File: config.mk
export PLATFORM = sky130hd
export DESIGN_NAME = fetch_align_buffer
export DESIGN_NICKNAME = d
export VERILOG_FILES = /design/src/rtl/fetch_align_buffer_pkg.sv /design/src/rtl/fetch_align_buffer_halfword_fifo.sv /design/src/rtl/fetch_align_buffer.sv
export SDC_FILE = /design/constraint.sdc
export NUM_CORES = 1
export LEC_CHECK = 0
export CAP_MARGIN = 15
export CORE_ASPECT_RATIO = 1.5
export CORE_MARGIN = 2
export CORE_UTILIZATION = 25
export DETAILED_ROUTE_END_ITERATION = 16
export PLACE_DENSITY = 0.43
export SETUP_SLACK_MARGIN = 0.5
export SYNTH_ARGS = -nofsm -noshare
export SYNTH_HDL_FRONTEND = slang
export SYNTH_SLANG_ARGS = --single-unit
File: constraint.sdc
create_clock -name clk -period 7 [get_ports clk]
set_input_delay 1.4 -clock clk [delete_from_list [all_inputs] [get_ports clk]]
set_output_delay 1.4 -clock clk [all_outputs]
set_load 0.05 [all_outputs]
File: src/rtl/fetch_align_buffer_pkg.sv
// Shared constants for the fetch alignment buffer.
// Halfword geometry, FIFO sizing and compressed-instruction detect.
package fetch_align_buffer_pkg;

    localparam logic [31:0] RESET_PC   = 32'h0000_0000;
    localparam int          HW_W       = 16;
    localparam int          FIFO_DEPTH = 4;
    localparam int          PTR_W      = $clog2(FIFO_DEPTH);
    localparam int          CNT_W      = $clog2(FIFO_DEPTH + 1);
    localparam logic [1:0]  C_DETECT   = 2'b11;

    typedef logic [HW_W-1:0] hw_t;

    function automatic logic is_compressed(input hw_t hw);
        return hw[1:0] != C_DETECT;
    endfunction

endpackage

File: src/rtl/fetch_align_buffer_halfword_fifo.sv
// Four-entry halfword FIFO with dual-width push and pop.
// Head entry always holds the lowest instruction address.
module halfword_fifo
    import fetch_align_buffer_pkg::*;
(
    input  logic             clk,
    input  logic             rst,
    input  logic             flush,
    input  logic [1:0]       push_cnt,
    input  hw_t              push_hw0,
    input  hw_t              push_hw1,
    input  logic [1:0]       pop_cnt,
    output hw_t              head_hw0,
    output hw_t              head_hw1,
    output logic [CNT_W-1:0] count
);

    hw_t              mem [FIFO_DEPTH];
    logic [PTR_W-1:0] rd_ptr;
    logic [PTR_W-1:0] wr_ptr;
    logic [PTR_W-1:0] rd_ptr1;
    logic [PTR_W-1:0] wr_ptr1;

    assign rd_ptr1  = rd_ptr + PTR_W'(1);
    assign wr_ptr1  = wr_ptr + PTR_W'(1);
    assign head_hw0 = mem[rd_ptr];
    assign head_hw1 = mem[rd_ptr1];

    // Storage writes: one or two halfwords, lower address first.
    always_ff @(posedge clk) begin
        if (!rst && !flush) begin
            if (push_cnt != 2'd0) begin
                mem[wr_ptr] <= push_hw0;
            end
            if (push_cnt == 2'd2) begin
                mem[wr_ptr1] <= push_hw1;
            end
        end
    end

    // Pointers and occupancy, updated by the net of push and pop.
    always_ff @(posedge clk) begin
        if (rst || flush) begin
            rd_ptr <= '0;
            wr_ptr <= '0;
            count  <= '0;
        end else begin
            rd_ptr <= rd_ptr + PTR_W'(pop_cnt);
            wr_ptr <= wr_ptr + PTR_W'(push_cnt);
            count  <= count + CNT_W'(push_cnt) - CNT_W'(pop_cnt);
        end
    end

endmodule

File: src/rtl/fetch_align_buffer.sv
// Fetch alignment buffer: word fetches in, aligned RV32C/RV32I out.
// Redirect flushes the stream; reset restarts it at RESET_PC.
module fetch_align_buffer #(
    parameter int          DATA_WIDTH = 32,
    parameter logic [31:0] RESET_PC   = 32'h0000_0000
) (
    input  logic                  clk,
    input  logic                  rst,
    output logic                  o_Mem_Req,
    output logic [31:0]           o_Mem_Addr,
    input  logic [DATA_WIDTH-1:0] i_Mem_RData,
    input  logic                  i_Redirect,
    input  logic [31:0]           i_Redirect_PC,
    output logic                  o_Inst_Valid,
    input  logic                  i_Inst_Ready,
    output logic [DATA_WIDTH-1:0] o_Inst,
    output logic [31:0]           o_PC,
    output logic                  o_is_C_inst
);

    import fetch_align_buffer_pkg::*;

    localparam logic [31:0] RST_FETCH = {RESET_PC[31:2], 2'b00};
    localparam logic [31:0] RST_PC    = {RESET_PC[31:1], 1'b0};

    logic [31:0]      fetch_q;
    logic [31:0]      pc_q;
    logic             in_flight;
    logic             skip_lo;

    logic [CNT_W-1:0] occ;
    hw_t              hw0;
    hw_t              hw1;
    logic             head_c;

    logic             resp_valid;
    logic [1:0]       push_cnt;
    hw_t              push_hw0;
    hw_t              push_hw1;

    logic             inst_valid;
    logic             fire;
    logic [1:0]       pop_cnt;
    logic [3:0]       occ_next;
    logic             mem_req;
    logic             unused_redirect_bit0;

    assign unused_redirect_bit0 = i_Redirect_PC[0];

    halfword_fifo u_fifo (
        .clk      (clk),
        .rst      (rst),
        .flush    (i_Redirect),
        .push_cnt (push_cnt),
        .push_hw0 (push_hw0),
        .push_hw1 (push_hw1),
        .pop_cnt  (pop_cnt),
        .head_hw0 (hw0),
        .head_hw1 (hw1),
        .count    (occ)
    );

    // Response side: a returning word lands one cycle after its request.
    always_comb begin
        resp_valid = in_flight && !rst && !i_Redirect;
        push_cnt   = 2'd0;
        push_hw0   = i_Mem_RData[15:0];
        push_hw1   = i_Mem_RData[31:16];
        if (resp_valid) begin
            if (skip_lo) begin
                push_cnt = 2'd1;
                push_hw0 = i_Mem_RData[31:16];
            end else begin
                push_cnt = 2'd2;
            end
        end
    end

    // Consumer side: present the head once a whole instruction is buffered.
    always_comb begin
        head_c     = is_compressed(hw0);
        inst_valid = !rst &&
                     (((occ >= CNT_W'(1)) && head_c) ||
                      (occ >= CNT_W'(2)));
        fire       = inst_valid && i_Inst_Ready && !i_Redirect;
        pop_cnt    = 2'd0;
        if (fire) begin
            pop_cnt = head_c ? 2'd1 : 2'd2;
        end
    end

    // Request throttle: only fetch if the next response is sure to fit.
    always_comb begin
        occ_next = 4'(occ) + 4'(push_cnt) - 4'(pop_cnt);
        mem_req  = !rst && !i_Redirect && (occ_next <= 4'd2);
    end

    // Fetch address and in-flight tracking.
    always_ff @(posedge clk) begin
        if (rst) begin
            fetch_q   <= RST_FETCH;
            in_flight <= 1'b0;
        end else if (i_Redirect) begin
            fetch_q   <= {i_Redirect_PC[31:2], 2'b00};
            in_flight <= 1'b0;
        end else begin
            in_flight <= mem_req;
            if (mem_req) begin
                fetch_q <= fetch_q + 32'd4;
            end
        end
    end

    // Low-half skip for the first word after a mid-word redirect.
    always_ff @(posedge clk) begin
        if (rst) begin
            skip_lo <= 1'b0;
        end else if (i_Redirect) begin
            skip_lo <= i_Redirect_PC[1];
        end else if (resp_valid) begin
            skip_lo <= 1'b0;
        end
    end

    // Program counter of the head instruction.
    always_ff @(posedge clk) begin
        if (rst) begin
            pc_q <= RST_PC;
        end else if (i_Redirect) begin
            pc_q <= {i_Redirect_PC[31:1], 1'b0};
        end else if (fire) begin
            pc_q <= pc_q + (head_c ? 32'd2 : 32'd4);
        end
    end

    assign o_Mem_Req    = mem_req;
    assign o_Mem_Addr   = rst ? RST_FETCH : {fetch_q[31:2], 2'b00};
    assign o_Inst_Valid = inst_valid;
    assign o_PC         = pc_q;
    assign o_is_C_inst  = head_c;
    assign o_Inst       = head_c ? DATA_WIDTH'({{HW_W{1'b0}}, hw0})
                                 : DATA_WIDTH'({hw1, hw0});

endmodule

==> impl_metrics.tcl, run 1 <==
set metrics [dict create \
    status "finished clean" \
    worstSkewPairLatency_ns 0.44 \
    initial_core_util_pct 25.44 \
    ff2ff_setup_slack_ns 1.78 \
    diodes 0 \
    post_synth.cell_area_avg_um2 10.48 \
    dp.cells 1310 \
    layout.nets 999 \
    cts_max_level 4 \
    grt_pass1_vias 7044 \
    finalHoldViolations 0 \
    ys_types 70 \
    crit_fanout 6 \
    tightest_slew_ns 1.233 \
    antenna_found_initial 0 \
    cp_slowest_cell "clkdlybuf4s50_1" \
    die_y_um 224.8 \
    dr.pass1.iters 4 \
    vdd_drop_max_v 0.0001668 \
    ys_ff_latch 134 \
    cts-root-buf "clkbuf_16" \
    yosys_most_used_dff "dfxtp_1" \
    via_per_inst 5.107 \
    cts_resized 0 \
    hpwlAfterDp_mm 19.70 \
    synth_top_cell_by_area "edfxtp_1" \
    grt_max_degree 73 \
    drive_gt1_share_pct 10.84 \
    leakagePower_uw 0.003555 \
    endpoint_kind "output pin" \
    rsz0062_at_grt "no" \
    fin_cells 1342 \
    cts_setup_buffers 0 \
    die_width_um 151.2 \
    ys_seq_area_share_pct 40.91 \
    cts_tree "built" \
    skew_ns 0.009032 \
    cp_data_required_time_ns 5.60 \
    cp_slowest_stage_delay_ns 0.51 \
    port_buffers 162 \
    synth_edf_count 64 \
    num_rows 80 \
    via_count 6854 \
    path_cells "clkdlybuf4s50_1, nand3b_1, a21o_1, and2_1, nor3_1, ha_1, inv_1, ha_1, inv_1, fa_1, clkinv_1, a221o_1, a211o_1, inv_2, buf_12" \
    setup_tns_ns 0 \
    synth_area_leaders "edfxtp_1 24%, dfxtp_1 17%, mux2_1 9.1%" \
    grt_pass1_wl_mm 42.20 \
    syn2layout_area_growth_pct 32.68 \
    grt_overflow_total 0 \
    drv_slew 0 \
    path_class "in -> out" \
    path_clk_slew_ns 0.06 \
    cts_sinks 134 \
    numCtsBuffers 17 \
    first_iter_violations 308 \
    gp_congestion 0.7325 \
    worstSetupStartpointType "input port" \
    relSlewSlack_pct 17.03 \
    min_period_over_period_pct 89.92 \
    synthCells 775 \
    critPathArrivalTime_ns 4.89 \
    synth_top_area_share_pct 23.66 \
    wirelength_mm 27.52 \
    fill_cells 3297 \
    wl_per_cell_um 20.51 \
    setup_violations 0 \
    track_usage_pct 16.58 \
    cap_violations 0 \
    final_antenna_net_count 0 \
    postSynth.asyncResetShare_pct 0 \
    timing.fmax_mhz 158.9 \
    ys_warn_count 0 \
    drt_drc_violations_left 0 \
    core_um2 31930 \
    clk_path_buf_depth 2 \
    min_period_ns 6.294 \
    holdBufCountCts 0 \
    die_area_um2 33980 \
    synthesis.area_um2 8124 \
    ios 167 \
    min_path_type "reg -> reg" \
    pwr_density_cell_nw_per_um2 199.3 \
]
## synth_stat cells (5+ instances only)
cell type	instances
a211oi_1	24
a21oi_1	16
a22oi_1	8
a311oi_1	5
a31oi_1	15
and2_1	11
and3_1	26
and4_1	6
buf_1	6
clkbuf_1	45
dfxtp_1	70
edfxtp_1	64
ha_1	9
inv_1	21
mux2_1	66
mux2i_1	7
mux4_2	30
nand2_1	43
nand3_1	28
nand4_1	17
nor2_1	44
nor2b_1	33
nor3_1	15
o211ai_1	12
o21a_1	6
o21ai_1	8
o311ai_1	5
o31ai_1	5
or3_1	9
or4_1	12
xnor2_1	15
xor2_1	11
## critical path, delay by kind of cell
family / cells / cell delay (ns)
adders and majority gates: 3 / 0.97
buffers and inverters: 6 / 0.94
AOI/OAI and AO/OA: 3 / 0.88
and+or+nand+nor: 3 / 0.70
## state kept, by name, summed over array words and instances, names as in the netlist
register / count
u_fifo.mem: 64
u_fifo.count: 3
u_fifo.rd_ptr: 2
fetch_q: 30
skip_lo: 1
o_PC: 31
in_flight: 1
u_fifo.wr_ptr: 2
## power by group
part	total (uW)	internal [uW]	switching, uW
sequential	893	853	40.2
clock	906	524	382
combinational	349	139	210
total	2150	1520	632
## worst paths after layout
path / from / endpoint / cells after the start
setup / recovery: i_Inst_Ready / o_Mem_Req / 15
hold / removal: fetch_q[29] / fetch_q[29] / 1
setup reg to reg: u_fifo.rd_ptr[0] / fetch_q[28] / 17
hold reg to reg: fetch_q[29] / fetch_q[29] / 1
## metrics by stage
stage	setup slack [ns]	instance area [um2]	util (%)	power [uW]	hold WS [ns]
after detailed placement	0.6805	10200	31.94	1262	0.4818
after global placement	0.7401	10200	31.94	1262	0.4805
final	0.7057	10780	33.76	2148	0.4904
after CTS	0.6842	10780	33.76	2177	0.4914
after floorplan	0.6248	8132	-	1113	0.4517
after global routing	0.5475	10780	33.76	2236	0.5571
## layer usage
metal / GRT usage [%] / wire (um) / vias to the layer above
met5: 0 / 0 / -
met4: 5.276 / 565 / 0
met3: 4.665 / 1690 / 30
met2: 29.76 / 14360 / 189
met1: 18.73 / 10910 / 3351
li1: - / - / 3284
## cell families (layout without fill, tap and decap cells)
| group | count (synthesis) | count (layout) | synth area share (%) |
|---|---|---|---|
| other | 1 | 3 | 0.04616 |
| flip-flops | 134 | 134 | 40.91 |
| multiplexers | 104 | 104 | 18.47 |
| AND/OR/NAND/NOR | 259 | 259 | 17.10 |
| adder cells (fa/ha/maj) | 12 | 12 | 2.125 |
| buffers and inverters | 85 | 240 | 4.174 |
| AO/OA/AOI/OAI | 154 | 154 | 14.38 |
| XOR/XNOR | 26 | 26 | 2.803 |
## final cells by class
type / count / area, um2 / share of cell area (%)
Sequential cell: 134 / 3324 / 30.84
Inverter: 26 / 97.59 / 0.9054
Timing Repair Buffer: 182 / 1774 / 16.46
Tap cell: 410 / 513.0 / 4.759
Clock buffer: 17 / 425.4 / 3.947
Multi-Input combinational cell: 558 / 4491 / 41.66
Clock inverter: 15 / 153.9 / 1.428
## cell usage in the layout, fill, tap and decap left out, types with 21 or more instances in the layout
cell / n
clkdlybuf4s50_1: 159
dfxtp_1: 69
mux2_1: 66
edfxtp_1: 64
nor2_1: 44
nand2_1: 43
nor2b_1: 33
mux4_2: 30
nand3_1: 28
and3_1: 26
a211oi_1: 24
inv_1: 21
buf_4: 21
No activity file was read; power rests on OpenSTA's default activity.
==> run 2, diff against run 1 <==
--- a/constraint.sdc
+++ b/constraint.sdc
@@ -3,2 +3,2 @@
 set_output_delay 1.4 -clock clk [all_outputs]
-set_load 0.05 [all_outputs]
+set_load 0.005 [all_outputs]
==> impl_metrics.tcl, run 2 (synthesis results as in run 1) <==
set metrics [dict create \
    status "finished clean" \
    setup_tns_ns 0 \
    internal_power_uw 1474 \
    layout.nets 1004 \
    numCtsBuffers 17 \
    setup_violations 0 \
    clockPowerShare_pct 42.4 \
    cts_sinks 134 \
    final_common_cell "clkdlybuf4s50_1" \
    via_count 6855 \
    min_period_ns 6.039 \
    multiInputGateArea_um2 4511 \
    endpoint_kind "output pin" \
    die_area_um2 33980 \
    comb_power_share_pct 13.1 \
    ff_latch_area_um2 3324 \
    initial_core_util_pct 25.44 \
    vdd_drop_max_v 0.0001742 \
    skew_ns 0.01088 \
    grt_max_degree 70 \
    cts_max_level 4 \
    min_period_over_period_pct 86.27 \
    hpwlAfterDp_mm 19.76 \
    met2_usage_pct 29.82 \
    r2r_cells 17 \
    cts_tree "built" \
    tightest_slew_ns 1.088 \
    finalHoldViolations 0 \
    worstSkewPairLatency_ns 0.45 \
    core_um2 31930 \
    grt-busiest-layer "met2" \
    cts-root-buf "clkbuf_16" \
    critPathArrivalTime_ns 4.64 \
    rsz0062_at_grt "no" \
    drv_slew 0 \
    pwr_density_cell_nw_per_um2 185.8 \
    die_width_um 151.2 \
    grt_overflow_total 0 \
    crit_start "i_Inst_Ready" \
    syn2layout_area_growth_pct 32.84 \
    num_rows 80 \
    via_per_inst 5.089 \
    clk_path_buf_depth 2 \
    swShare_pct 26.47 \
    wl_per_cell_um 20.67 \
    diodes 0 \
    worstHoldStart "fetch_q[29]" \
    drt_drc_violations_left 0 \
    grt_pass1_vias 7028 \
    hold_depth 1 \
    wirelength_mm 27.85 \
    largest_reg_flops 64 \
    dr.pass1.iters 4 \
    p_sw_uw 530.7 \
    drive_gt1_share_pct 11.21 \
    relSlewSlack_pct 26.88 \
    gp_congestion 0.7506 \
    largest-register "u_fifo.mem" \
    seq_power_share_pct 44.6 \
    fill_cells 3297 \
    timing.fmax_mhz 165.6 \
    met3_usage_pct 4.118 \
    cap_violations 0 \
    path_class "in -> out" \
    min_path_type "reg -> reg" \
    use_met1_pct 18.97 \
    ios 167 \
    antenna_found_initial 1 \
    die_y_um 224.8 \
    track_usage_pct 16.58 \
    grt_pass1_wl_mm 42.15 \
    first_iter_violations 309 \
    final_antenna_net_count 0 \
    r2r-start "u_fifo.rd_ptr[0]" \
    leakagePower_uw 0.003582 \
    port_buffers 162 \
    path_clk_slew_ns 0.06 \
    utilization_pct 33.80 \
    crit_fanout 4 \
    layout_common_cells "159 x clkdlybuf4s50_1, 69 x dfxtp_1, 66 x mux2_1, 64 x edfxtp_1, 44 x nor2_1" \
    cp_data_required_time_ns 5.60 \
    holdBufCountCts 0 \
    worstSetupStartpointType "input port" \
]
## run 2: cell types whose count changed in the layout (fill, tap and decap cells not counted), moves of 2 or more
cell / before / now
clkinv_1: 1 / 4
clkinv_2: 1 / 3
clkinvlp_2: 3 / 0
nor3_1: 14 / 12
buf_4: 21 / 26
inv_6: 3 / 0
## run 2: repair_timing
item	CTS	global route
pin swaps	0	3
setup buffers	0	5
setup endpoints to repair	1	1
gates resized for setup	2	4
endpoints found under the hold margin	0	0
## run 2: final cells by class
cell class                      count  area share [%]
Clock buffer                       18           3.977
Clock inverter                     14           1.043
Inverter                           26          0.9043
Multi-Input combinational cell    558           41.80
Sequential cell                   134           30.81
Tap cell                          410           4.754
Timing Repair Buffer              187           16.72
## run 2: worst max-delay path, cell delays in order
cell	delay [ns]
clkdlybuf4s50_1	0.50
nand3b_1	0.14
a21o_1	0.23
and2_2	0.24
nor3_4	0.18
ha_1	0.25
inv_1	0.05
ha_1	0.16
inv_1	0.05
fa_1	0.51
clkinv_1	0.07
a221o_1	0.31
a211o_1	0.34
inv_2	0.08
dlymetal6s2s_1	0.15
## run 2: metrics by stage
step	hold WS [ns]	cell area, um2	cells	worst slack [ns]	total power (uW)
5_1_grt	0.5273	10790	1347	0.7683	2088
3_3_place_gp	0.4804	10190	1310	0.4219	1174
6_report	0.4959	10790	1347	0.9609	2005
4_1_cts	0.5001	10740	1342	0.5018	2034
3_5_place_dp	0.4920	10190	1310	0.3899	1173
2_1_floorplan	0.4517	8132	777	0.9817	1025
## run 2: path summary, 6_finish.rpt
check / endpoint / slack, ns
worst min register to register: fetch_q[29] / 0.50
worst max register to register: fetch_q[28] / 1.97
worst max-delay path: o_Mem_Req / 0.96
worst min-delay path: fetch_q[29] / 0.50
## run 2: per-layer routing
layer | vias to the layer above | part of all wire (%)
met1 | 3372 | 40
met3 | 28 | 5.9
met5 | - | 0.040
met4 | 2 | 1.7
li1 | 3277 | -
met2 | 176 | 52
## run 2: power groups by stage
stage                     combinational (uW)  clock [uW]  sequential (uW)
after floorplan                          130           0              895
after global placement                   264           0              910
after detailed placement                 263           0              909
after CTS                                265         875              893
after global routing                     288         902              898
final                                    262         850              893
